--- config.mk ---
export PLATFORM = sky130hd
export DESIGN_NAME = button_debouncer
export DESIGN_NICKNAME = d
export VERILOG_FILES = /design/src/rtl/button_debouncer.sv
export SDC_FILE = /design/constraint.sdc
export NUM_CORES = 1
export LEC_CHECK = 0
export ABC_AREA = 1
export CAP_MARGIN = 10
export CORE_ASPECT_RATIO = 0.8
export CORE_UTILIZATION = 30
export DETAILED_ROUTE_END_ITERATION = 8
export PLACE_DENSITY_LB_ADDON = 0.15
export SLEW_MARGIN = 20
export SYNTH_ARGS = -nofsm -noshare
export SYNTH_HDL_FRONTEND = slang
export SYNTH_SLANG_ARGS = --single-unit
--- constraint.sdc ---
create_clock -name clk -period 1.8 [get_ports clk]
set_clock_uncertainty 0.1 [all_clocks]
set_input_delay 0.18 -clock clk [delete_from_list [all_inputs] [get_ports clk]]
set_output_delay 0.18 -clock clk [all_outputs]
set_load 0.05 [all_outputs]
--- src/rtl/button_debouncer.sv ---
// Per-bit synchroniser plus stability-counter debouncer with rise/fall strobes.
// Press events are queued by button index and handed out one at a time on a valid/ready port.
module button_debouncer #(
  parameter int SIZE          = 4,
  parameter int STABLE_CYCLES = 16,
  parameter int IDX_W         = (SIZE > 1) ? $clog2(SIZE) : 1
) (
  input  logic             clk,
  input  logic             rst,
  input  logic [SIZE-1:0]  raw,
  output logic [SIZE-1:0]  level,
  output logic [SIZE-1:0]  rise,
  output logic [SIZE-1:0]  fall,
  output logic             evt_valid,
  output logic [IDX_W-1:0] evt_code,
  input  logic             evt_ready,
  output logic             evt_overrun
);

  localparam int CNT_W = $clog2(STABLE_CYCLES);
  localparam logic [CNT_W-1:0] C_LAST = CNT_W'(STABLE_CYCLES - 1);

  typedef enum logic [1:0] {
    ST_STABLE_LO = 2'd0,
    ST_PEND_HI   = 2'd1,
    ST_STABLE_HI = 2'd2,
    ST_PEND_LO   = 2'd3
  } state_t;

  logic [SIZE-1:0]  r_s1;
  logic [SIZE-1:0]  r_s2;
  state_t           r_state [SIZE];
  logic [CNT_W-1:0] r_cnt   [SIZE];
  logic [SIZE-1:0]  r_level;
  logic [SIZE-1:0]  r_rise;
  logic [SIZE-1:0]  r_fall;
  logic [SIZE-1:0]  r_pending;
  logic             r_evt_valid;
  logic [IDX_W-1:0] r_evt_code;
  logic             r_evt_overrun;

  logic             w_load;
  logic [SIZE-1:0]  w_lowest;
  logic [SIZE-1:0]  w_clr;
  logic [IDX_W-1:0] w_sel_idx;

  always_ff @(posedge clk) begin
    if (rst) begin
      r_s1 <= '0;
      r_s2 <= '0;
    end else begin
      r_s1 <= raw;
      r_s2 <= r_s1;
    end
  end

  // A level flips only after STABLE_CYCLES consecutive mismatching synchronised samples.
  always_ff @(posedge clk) begin
    if (rst) begin
      for (int i = 0; i < SIZE; i++) begin
        r_state[i] <= ST_STABLE_LO;
        r_cnt[i]   <= '0;
      end
      r_level <= '0;
      r_rise  <= '0;
      r_fall  <= '0;
    end else begin
      r_rise <= '0;
      r_fall <= '0;
      for (int i = 0; i < SIZE; i++) begin
        case (r_state[i])
          ST_STABLE_LO, ST_STABLE_HI: begin
            if (r_s2[i] != r_level[i]) begin
              r_state[i] <= r_level[i] ? ST_PEND_LO : ST_PEND_HI;
              r_cnt[i]   <= CNT_W'(1);
            end else begin
              r_cnt[i] <= '0;
            end
          end
          ST_PEND_HI, ST_PEND_LO: begin
            if (r_s2[i] == r_level[i]) begin
              r_state[i] <= r_level[i] ? ST_STABLE_HI : ST_STABLE_LO;
              r_cnt[i]   <= '0;
            end else if (r_cnt[i] == C_LAST) begin
              r_state[i] <= r_level[i] ? ST_STABLE_LO : ST_STABLE_HI;
              r_cnt[i]   <= '0;
              r_level[i] <= ~r_level[i];
              r_rise[i]  <= ~r_level[i];
              r_fall[i]  <= r_level[i];
            end else begin
              r_cnt[i] <= r_cnt[i] + CNT_W'(1);
            end
          end
          default: begin
            r_state[i] <= ST_STABLE_LO;
            r_cnt[i]   <= '0;
          end
        endcase
      end
    end
  end

  // Event port: a transfer happens on an edge where evt_valid && evt_ready; the
  // producer holds evt_code steady while evt_valid is high and evt_ready is low.
  always_comb begin
    w_load   = !r_evt_valid || evt_ready;
    w_lowest = r_pending & (~r_pending + SIZE'(1));
    w_clr    = w_load ? w_lowest : '0;
    w_sel_idx = '0;
    for (int i = SIZE - 1; i >= 0; i--) begin
      if (r_pending[i]) w_sel_idx = IDX_W'(i);
    end
  end

  always_ff @(posedge clk) begin
    if (rst) begin
      r_pending     <= '0;
      r_evt_valid   <= 1'b0;
      r_evt_code    <= '0;
      r_evt_overrun <= 1'b0;
    end else begin
      // A rise on a bit being loaded this edge re-arms it rather than overrunning.
      r_pending     <= (r_pending & ~w_clr) | r_rise;
      r_evt_overrun <= |(r_rise & r_pending & ~w_clr);
      if (w_load) begin
        r_evt_valid <= |r_pending;
        if (|r_pending) r_evt_code <= w_sel_idx;
      end
    end
  end

  assign level       = r_level;
  assign rise        = r_rise;
  assign fall        = r_fall;
  assign evt_valid   = r_evt_valid;
  assign evt_code    = r_evt_code;
  assign evt_overrun = r_evt_overrun;

endmodule

==> results.yml <==
global_route:
  grt_pass1_vias: 1392
  grt_max_degree: 15
  grt_usage: 0.109
  grt_overflow: 0
  antenna_found_initial: 0
  grt_pass1_wl_um: 6130
synthesis:
  ys.flop_type: "dfxtp_1"
  ys_warn_count: 0
  syn_avg_cell_area_sq_um: 8.82
  synth_top_area_frac: 0.284
  synth_largest_area_cell: "edfxtp_1"
  synthCells: 240
  ys_seq_area_frac: 0.548
  synth_most_common_cell: "inv_1"
  yosys_register_bits: 48
  synth_cell_types: 30
  synth_edf_count: 20
  synth_area_sq_um: 2120
  synth_commonest_cells: "42 x inv_1, 33 x nor2_1, 32 x nand2_1, 28 x dfxtp_1, 20 x edfxtp_1"
  async_flop_share: 0
  synthTopCellsByArea: "edfxtp_1 28%, dfxtp_1 26%, inv_1 7.4%"
clock_network:
  clock_latency_ps: 300
  cts_max_level: 2
  clock_path_buffers: 2
  cts_tree: "done"
  clkTransAtPathRegs_ps: 90
  cts_buffers: 5
  cts_root_buf: "clkbuf_8"
  cts.sinks: 48
routing:
  post-route-drc-count: 0
  drt_wl_total_um: 3470
  dr.pass1.iters: 4
  via_per_inst: 4.11
  detail-route-antenna-nets: 0
  drt-initial-drc-count: 78
  vias: 1514
  wl_per_cell_um: 9.42
setup_path:
  crit_fanout: 2
  cpMaxStageDelayCell: "clkdlybuf4s50_1"
  crit_family: "buffers and inverters"
  crit_buf_inv: 1
  startpoint_type: "register"
  worstPathCellList: "clkdlybuf4s50_1"
  setup.worst_path.end_class: "primary output"
  cp.required_ps: 1520
  arrival_ps: 1430
  criticalPathCategory: "reg2out"
  cpPeakStageDelay_ps: 800
timing:
  slew_headroom: 0.666
  setup_viol: 0
  timing.final.crit_share: 0.950
  fin_ws_ps: 89.9
  fin_tns_setup_ps: 0
  fmax_mhz: 585
  rsz0062_at_grt: "false"
  drv_slew: 0
  hold_viol: 0
  tightest_slew_ps: 500
  fin_crit_ps: 1710
floorplan:
  num_rows: 26
  start_util: 0.321
  io_pins: 23
  die_y_um: 77.1
  core_area_sq_um: 6600
  die-area_sq_um: 7400
  dieWidth_um: 95.9
job:
  cap_violations: 0
final_layout:
  synthToLayoutAreaGrowth_pct: 22.0
  n_fill_cell: 686
  layout-drive-gt1-share: 0.148
  final_nets: 294
  instances_no_fill: 368
  n_antenna_cell: 0
  final-seq-area_sq_um: 1160
  multi_input_area_sq_um: 796
  final_core_util: 0.391
placed_design:
  gp_congestion: 0.708
  dp.cells: 360
  io_buffers: 22
  pre_cts_slack_ps: 81.9
  hpwlAfterDp_um: 2620
power:
  leakagePower_nw: 1.21
  ir_drop_uv: 298
  power_density_nw_per_um2: 757
run_status:
  outcome: "finished clean"
min_path:
  hold_path.class: "in2reg"
==> kinds of logic (layout without fill, tap and decap cells) <==
family / Yosys count / in the layout / synth area share
simple gates: 105 / 105 / 0.243
buf+inv: 55 / 84 / 0.102
flops: 48 / 48 / 0.548
compound gates: 20 / 20 / 0.0520
xor+xnor: 7 / 7 / 0.0290
fa+ha+maj: 4 / 4 / 0.0236
other cells: 1 / 16 / 0.00177
==> sequential cells by signal, summed over array words and instances, names as in the netlist <==
| signal | cells |
|---|---|
| r_cnt | 16 |
| fall | 4 |
| level | 4 |
| r_pending | 4 |
| r_s1 | 4 |
| r_s2 | 4 |
| r_state | 4 |
| rise | 4 |
| evt_code | 2 |
| evt_overrun | 1 |
| evt_valid | 1 |
==> final timing paths <==
kind / startpoint / end / slack [ps] / depth (start not counted)
worst max register to register: r_cnt[2][0] / r_state[2][0] / 280 / 5
worst max-delay path: evt_valid / evt_valid / 90 / 1
worst min register to register: r_s1[3] / r_s2[3] / 300 / 2
worst min-delay path: raw[3] / r_s1[3] / 290 / 3
==> metrics by stage <==
stage	hold WS, ps	power, W	cell area [sq um]
after floorplan	187	0.00129	2170
after global placement	294	0.00132	2490
after detailed placement	294	0.00132	2490
after CTS	273	0.00199	2580
after global routing	289	0.00206	2580
final	286	0.00196	2580
==> cell usage in the layout (no fill, tap or decap), types with 3 or more instances in the layout <==
master,synthesis,routed
buf_4,0,8
o21ai_0,4,4
nor2_2,3,3
nand3_2,3,3
nor3_1,4,4
nand3_1,16,16
nand2_1,32,32
clkdlybuf4s50_1,0,14
inv_2,10,10
nor2_1,33,33
xor2_1,4,4
ha_1,4,4
xnor2_1,3,3
dfxtp_1,28,28
edfxtp_1,20,20
o21ai_1,3,3
clkbuf_8,0,6
nand4_1,5,5
inv_1,42,42
conb_1,1,16
nand2_2,4,4
a21oi_1,8,8
==> timing repair <==
action,CTS,global route
hold buffers,0,0
endpoints found under the setup margin,0,1
resized for setup,0,1
setup buffers,0,0
==> cell type report <==
class	count	share of cell area
clock inverter	2	0.00388
sequential	48	0.450
tap	84	0.0407
clock buffer	6	0.0320
timing repair buffer	24	0.0901
multi-input combinational	152	0.308
inverter	52	0.0756
==> report_power, final <==
part	leakage (nW)	switching, W	internal [W]	total, W
clock	0.0510	0.000352	0.000307	0.000659
combinational	0.724	0.0000667	0.0000459	0.000113
sequential	0.435	0.0000201	0.00116	0.00118
==> layer usage <==
metal  vias to the layer above  global-route usage  wire [um]
met2                        24               0.149       1360
met1                       652               0.152       1870
met3                        10              0.0347        139
li1                        828                   -          -
met5                         -                   0          0
met4                         0              0.0567         95
Note: power is estimated with default switching activity, not from simulation.
